<file path="src/rtl/mem_burst_if.sv">
// Burst memory bus: request channel, write-beat channel and read-beat channel.
// The master is the requester and the slave is the memory block.
interface mem_burst_if #(
  parameter int DATA_W = 256,
  parameter int ELEM_W = 16,
  parameter int DEPTH  = 8
) ();
  localparam int ADDR_W = $clog2(DEPTH);
  localparam int NELEM  = DATA_W / ELEM_W;

  logic              memReqValid;
  logic              memReqReady;
  logic              memReqRW;
  logic [ADDR_W-1:0] memReqAddr;
  logic [ADDR_W-1:0] memReqLen;

  logic              memWrValid;
  logic              memWrReady;
  logic [DATA_W-1:0] memWrData;
  logic [NELEM-1:0]  memWrMask;

  logic              memRdValid;
  logic              memRdReady;
  logic [DATA_W-1:0] memRdData;
  logic              memRdLast;

  logic              memBusy;

  modport master (
    output memReqValid, memReqRW, memReqAddr, memReqLen,
    output memWrValid, memWrData, memWrMask, memRdReady,
    input  memReqReady, memWrReady, memRdValid, memRdData, memRdLast, memBusy
  );

  modport slave (
    input  memReqValid, memReqRW, memReqAddr, memReqLen,
    input  memWrValid, memWrData, memWrMask, memRdReady,
    output memReqReady, memWrReady, memRdValid, memRdData, memRdLast, memBusy
  );
endinterface

</file>
<file path="src/rtl/mem_burst.sv">
// Row-wide burst memory: one request starts a read or write burst of memReqLen+1
// consecutive rows (wrapping), with element-masked writes and a registered read stage.
module mem_burst #(
  parameter int DATA_W = 256,
  parameter int ELEM_W = 16,
  parameter int DEPTH  = 8
) (
  input  logic         clk,
  input  logic         nReset,
  mem_burst_if.slave   bus
);
  localparam int ADDR_W = $clog2(DEPTH);
  localparam int NELEM  = DATA_W / ELEM_W;

  typedef enum logic [1:0] {IDLE, READ, WRITE} state_t;

  state_t            state;
  logic [ADDR_W-1:0] addr;
  logic [ADDR_W-1:0] lenReg;
  logic [ADDR_W-1:0] beatCnt;
  logic              issueDone;
  logic              rdValid;
  logic              rdLast;
  logic [DATA_W-1:0] rdData;
  logic [DATA_W-1:0] mem [DEPTH];

  logic reqFire;
  logic wrFire;
  logic rdFire;
  logic rdLoad;

  assign reqFire = bus.memReqValid && (state == IDLE);
  assign wrFire  = bus.memWrValid && (state == WRITE);
  assign rdFire  = rdValid && bus.memRdReady;
  // Refill the output register when it is empty or its beat leaves this cycle.
  assign rdLoad  = (state == READ) && !issueDone && (!rdValid || bus.memRdReady);

  // NOTE: all state uses non-blocking assignments so every register samples
  // pre-edge values, independent of statement order.
  always_ff @(posedge clk) begin
    if (!nReset) begin
      state     <= IDLE;
      addr      <= '0;
      lenReg    <= '0;
      beatCnt   <= '0;
      issueDone <= 1'b0;
      rdValid   <= 1'b0;
      rdLast    <= 1'b0;
      rdData    <= '0;
    end else begin
      case (state)
        IDLE: begin
          if (reqFire) begin
            addr      <= bus.memReqAddr;
            lenReg    <= bus.memReqLen;
            beatCnt   <= '0;
            issueDone <= 1'b0;
            state     <= bus.memReqRW ? READ : WRITE;
          end
        end
        READ: begin
          if (rdLoad) begin
            rdData    <= mem[addr];
            rdValid   <= 1'b1;
            rdLast    <= (beatCnt == lenReg);
            issueDone <= (beatCnt == lenReg);
            addr      <= addr + ADDR_W'(1);
            beatCnt   <= beatCnt + ADDR_W'(1);
          end else if (rdFire) begin
            rdValid <= 1'b0;
            rdLast  <= 1'b0;
          end
          if (rdFire && rdLast) state <= IDLE;
        end
        WRITE: begin
          if (wrFire) begin
            addr    <= addr + ADDR_W'(1);
            beatCnt <= beatCnt + ADDR_W'(1);
            if (beatCnt == lenReg) state <= IDLE;
          end
        end
        default: state <= IDLE;
      endcase
    end
  end

  // NOTE: the array is deliberately left out of reset; reset only blocks the
  // write in the cycle it is asserted so an aborted burst cannot touch memory.
  always_ff @(posedge clk) begin
    if (nReset && wrFire) begin
      for (int i = 0; i < NELEM; i++) begin
        if (bus.memWrMask[i]) mem[addr][i*ELEM_W +: ELEM_W] <= bus.memWrData[i*ELEM_W +: ELEM_W];
      end
    end
  end

  assign bus.memReqReady = (state == IDLE);
  assign bus.memWrReady  = (state == WRITE);
  assign bus.memBusy     = (state != IDLE);
  assign bus.memRdValid  = rdValid;
  assign bus.memRdLast   = rdLast;
  assign bus.memRdData   = rdData;
endmodule

</file>
<file path="src/flat_wrapper.sv">
// flat-port wrapper written by rule: the top's interface ports become plain ports
module mem_burst_flat 
#(
  parameter int DATA_W = 256,
  parameter int ELEM_W = 16,
  parameter int DEPTH  = 8
)
  (clk, nReset, bus_memReqValid, bus_memReqRW, bus_memReqAddr, bus_memReqLen, bus_memWrValid, bus_memWrData, bus_memWrMask, bus_memRdReady, bus_memReqReady, bus_memWrReady, bus_memRdValid, bus_memRdData, bus_memRdLast, bus_memBusy);
  mem_burst_if #(.DATA_W(DATA_W), .ELEM_W(ELEM_W), .DEPTH(DEPTH)) bus_i ();
  input  logic clk;
  input  logic nReset;
  input wire logic [$bits(bus_i.memReqValid)-1:0] bus_memReqValid;
  input wire logic [$bits(bus_i.memReqRW)-1:0] bus_memReqRW;
  input wire logic [$bits(bus_i.memReqAddr)-1:0] bus_memReqAddr;
  input wire logic [$bits(bus_i.memReqLen)-1:0] bus_memReqLen;
  input wire logic [$bits(bus_i.memWrValid)-1:0] bus_memWrValid;
  input wire logic [$bits(bus_i.memWrData)-1:0] bus_memWrData;
  input wire logic [$bits(bus_i.memWrMask)-1:0] bus_memWrMask;
  input wire logic [$bits(bus_i.memRdReady)-1:0] bus_memRdReady;
  output wire logic [$bits(bus_i.memReqReady)-1:0] bus_memReqReady;
  output wire logic [$bits(bus_i.memWrReady)-1:0] bus_memWrReady;
  output wire logic [$bits(bus_i.memRdValid)-1:0] bus_memRdValid;
  output wire logic [$bits(bus_i.memRdData)-1:0] bus_memRdData;
  output wire logic [$bits(bus_i.memRdLast)-1:0] bus_memRdLast;
  output wire logic [$bits(bus_i.memBusy)-1:0] bus_memBusy;
  assign bus_i.memReqValid = bus_memReqValid;
  assign bus_i.memReqRW = bus_memReqRW;
  assign bus_i.memReqAddr = bus_memReqAddr;
  assign bus_i.memReqLen = bus_memReqLen;
  assign bus_i.memWrValid = bus_memWrValid;
  assign bus_i.memWrData = bus_memWrData;
  assign bus_i.memWrMask = bus_memWrMask;
  assign bus_i.memRdReady = bus_memRdReady;
  assign bus_memReqReady = bus_i.memReqReady;
  assign bus_memWrReady = bus_i.memWrReady;
  assign bus_memRdValid = bus_i.memRdValid;
  assign bus_memRdData = bus_i.memRdData;
  assign bus_memRdLast = bus_i.memRdLast;
  assign bus_memBusy = bus_i.memBusy;
  mem_burst #(.DATA_W(DATA_W), .ELEM_W(ELEM_W), .DEPTH(DEPTH)) u_core (.clk(clk), .nReset(nReset), .bus(bus_i));
endmodule
</file>
<file path="config.mk">
export PLATFORM = sky130hd
export DESIGN_NAME = mem_burst_flat
export DESIGN_NICKNAME = d
export VERILOG_FILES = /design/src/rtl/mem_burst_if.sv /design/src/rtl/mem_burst.sv /design/src/flat_wrapper.sv
export SDC_FILE = /design/constraint.sdc
export NUM_CORES = 2
export LEC_CHECK = 0
export CAP_MARGIN = 25
export CORE_MARGIN = 5
export CORE_UTILIZATION = 46
export DETAILED_ROUTE_END_ITERATION = 8
export PLACE_DENSITY = 0.66
export SETUP_SLACK_MARGIN = 0.5
export SLEW_MARGIN = 20
export SYNTH_ARGS = -nofsm -noshare
export SYNTH_HDL_FRONTEND = slang
export SYNTH_SLANG_ARGS = --single-unit
</file>
<file path="constraint.sdc">
create_clock -name clk -period 4.6 [get_ports clk]
set_input_delay 0.92 -clock clk [delete_from_list [all_inputs] [get_ports clk]]
set_output_delay 0.92 -clock clk [all_outputs]
set_load 0.1 [all_outputs]
</file>
==> flow_summary.json <==
{
  "status": "finished clean",
  "finalWirelength_um": 254800,
  "port_buffers": 544,
  "cts.sinks": 2318,
  "rows": 159,
  "grt_pass1_vias": 50120,
  "die_area_um2": 197100,
  "crit_path_top_delay_cell": "clkdlybuf4s50_1",
  "ys_warn_count": 0,
  "cts_tree": "built",
  "syn_to_final_growth_pct": 19.12,
  "timing.fmax_mhz": 264.2,
  "crit_top_cell": "inv_1",
  "synth-async-reset-ratio_pct": 0,
  "cts_resized": 0,
  "wl_per_cell_um": 29.98,
  "crit_path_start_kind": "flip-flop",
  "track_usage_pct": 25.19,
  "finalMaxSlewViolations": 0,
  "core_area_um2": 187600,
  "die_w_um": 443.9,
  "slowest_delay_ps": 1130,
  "slew_headroom_pct": 27.01,
  "die_height_um": 443.9,
  "layout_common_cells": "edfxtp_1, clkdlybuf4s50_1, o21ai_0, dfxtp_1, a21oi_1",
  "worstSkewPairLatency_ps": 860,
  "power_density_nw_per_um2": 555.4,
  "n_fill_cell": 14430,
  "clk_path_buf_depth": 3,
  "syn-cell-area_um2": 86610,
  "setup.worst_path.class": "flip-flop to primary output",
  "cap_violations": 0,
  "worstPathCellList": "inv_1 -> ha_1 -> inv_1 -> clkdlybuf4s50_1",
  "gp_congestion": 0.8150,
  "critical_path.endpoint_type": "primary output",
  "synth_seq_cells": 2318,
  "cts-root-buf": "clkbuf_16",
  "layout_commonest_cell": "edfxtp_1",
  "post_cts_buffers": 0,
  "netlist_instances": 5148,
  "synth-edff-count": 2048,
  "overflow": 0,
  "fin_skew_ps": 46.36,
  "hp-class": "flip-flop to flip-flop",
  "synth_cell_type_count": 53,
  "vias_per_cell": 5.996,
  "required_ps": 3680,
  "grt_pass1_wl_um": 361900,
  "fin_ws_ps": 815.1,
  "first_iter_violations": 5653,
  "post-dp-hpwl_um": 154400,
  "nets": 6059,
  "antenna_left": 0,
  "hold_buffers": 0,
  "pre_cts_slack_ps": 888.5,
  "setup_tns_ps": 0,
  "fin_crit_ps": 3785,
  "grt_antenna_before_repair": 58,
  "setup_viol": 0,
  "dr.pass1.iters": 6,
  "worstPathArrival_ps": 2860,
  "syn_nets": 5438,
  "via_count": 50960,
  "tightest_slew_ps": 1091,
  "grt_setup_unrepaired": "false",
  "drive_gt1_share_pct": 13.75,
  "synthFlopType": "edfxtp_1",
  "synth.yosys.seq_area_share_pct": 77.24,
  "cts_buffers": 224,
  "hold_violations": 0,
  "period_share_pct": 82.28,
  "initial_utilization_pct": 46.17,
  "ioPinCount": 545,
  "critPathMaxFanout": 8,
  "vdd_drop_max_uv": 439.7,
  "grt_max_degree": 126,
  "path_clk_slew_ps": 60,
  "htree_num_levels": 4,
  "syn_area_per_cell_um2": 16.82,
  "leakagePower_nw": 33.73,
  "route.detailed.drc": 0
}
[cells in the mapped netlist (3+ instances only)]
cell	instances	area share [%]
edfxtp_1	2048	71
o21ai_0	322	1.9
dfxtp_1	270	6.2
a21oi_1	263	1.5
mux2i_1	261	3.0
nor2_1	204	0.88
clkbuf_1	197	0.85
nand2_1	154	0.67
a22o_1	143	1.4
a221oi_1	129	1.3
a31oi_1	122	0.88
buf_2	108	0.62
mux4_2	95	2.5
a22oi_1	84	0.73
inv_1	83	0.36
o221ai_1	75	0.76
mux2_2	74	0.96
and3_1	56	0.40
o31ai_1	56	0.49
nand3_1	46	0.27
buf_4	43	0.37
o211ai_1	41	0.36
a21o_1	36	0.31
o2bb2ai_1	36	0.36
a222oi_1	26	0.30
or2_2	26	0.19
nand2b_1	21	0.15
o22ai_1	20	0.14
buf_1	17	0.074
a221o_1	14	0.16
nor2b_1	12	0.087
buf_6	10	0.13
mux2_1	9	0.12
and2_1	6	0.043
ha_1	6	0.087
mux2_4	6	0.10
nor3_1	3	0.017
nor3_4	3	0.056
o21bai_1	3	0.026
xnor2_1	3	0.030
[cells by family (layout without fill, tap and decap cells)]
logic type | after synthesis | count (layout) | share of synthesized area, %
compound gates | 1378 | 1378 | 10.72
xor+xnor | 3 | 3 | 0.03034
fa+ha+maj | 6 | 6 | 0.08667
buf+inv | 459 | 1280 | 2.418
flops | 2318 | 2318 | 77.24
mux | 445 | 445 | 6.670
other cells | 0 | 35 | 0
simple gates | 539 | 539 | 2.827
[power by group]
group / switching (W) / internal, W
Combinational: 0.0106 / 0.00418
Sequential: 0.000655 / 0.0236
Clock: 0.00783 / 0.0105
[through the flow]
stage	utilization, %	power [W]	instance area (um^2)	hold slack [ps]	cells
final	55.00	0.05730	103200	467.9	8499
after global routing	54.99	0.05912	103200	445.3	8491
after CTS	54.95	0.05759	103100	413.5	8464
after detailed placement	51.00	0.03944	95680	464.2	8038
after global placement	50.90	0.03924	95490	464.4	8031
after floorplan	-	0.03421	86610	448.8	5148
[layout make-up]
cell class	count	area (um^2)	share of cell area, %
Sequential cell	2318	66920	64.86
Multi-Input combinational cell	2371	17790	17.24
Timing Repair Buffer	770	7530	7.298
Clock buffer	315	6250	6.057
Tap cell	2495	3122	3.026
Clock inverter	111	1155	1.119
Inverter	84	327.8	0.3177
Antenna cell	35	87.58	0.08489
[routing by layer]
| layer | share of wire (%) | vias to the layer above | wire (um) | global-route usage [%] |
|---|---|---|---|---|
| li1 | - | 21870 | - | - |
| met2 | 49 | 2540 | 124500 | 40.94 |
| met4 | 4.3 | 8 | 10870 | 11.34 |
| met3 | 7.8 | 489 | 19750 | 4.259 |
| met1 | 39 | 26050 | 99620 | 33.57 |
| met5 | 0.020 | - | 51 | 0 |
[flip-flops by register name (all words and copies together), names as in the netlist]
| name | count |
|---|---|
| u_core.bus.memRdValid | 1 |
| u_core.issueDone | 1 |
| u_core.bus.memRdData | 256 |
| u_core.state | 2 |
| u_core.lenReg | 3 |
| u_core.bus.memRdLast | 1 |
| u_core.mem | 2048 |
| u_core.beatCnt | 3 |
| u_core.addr | 3 |
[worst max-delay path: cells and delay by family (launching register included)]
kind | cells | cell delay (ps)
adders and majority gates | 1 | 290
buffers and inverters | 3 | 1320
DFF | 1 | 390
[worst paths after layout]
check	startpoint	depth (start not counted)	slack, ps	to
setup reg to reg	u_core.addr[1]$_SDFFE_PN0P_	4	1380	u_core.mem[4][232]$_DFFE_PP_
hold reg to reg	u_core.lenReg[1]$_SDFFE_PN0P_	2	470	u_core.lenReg[1]$_SDFFE_PN0P_
setup / recovery	u_core.state[0]$_SDFFE_PN0P_	4	820	bus_memBusy
hold / removal	u_core.lenReg[1]$_SDFFE_PN0P_	2	470	u_core.lenReg[1]$_SDFFE_PN0P_
Note: power is estimated with default switching activity, not from simulation.
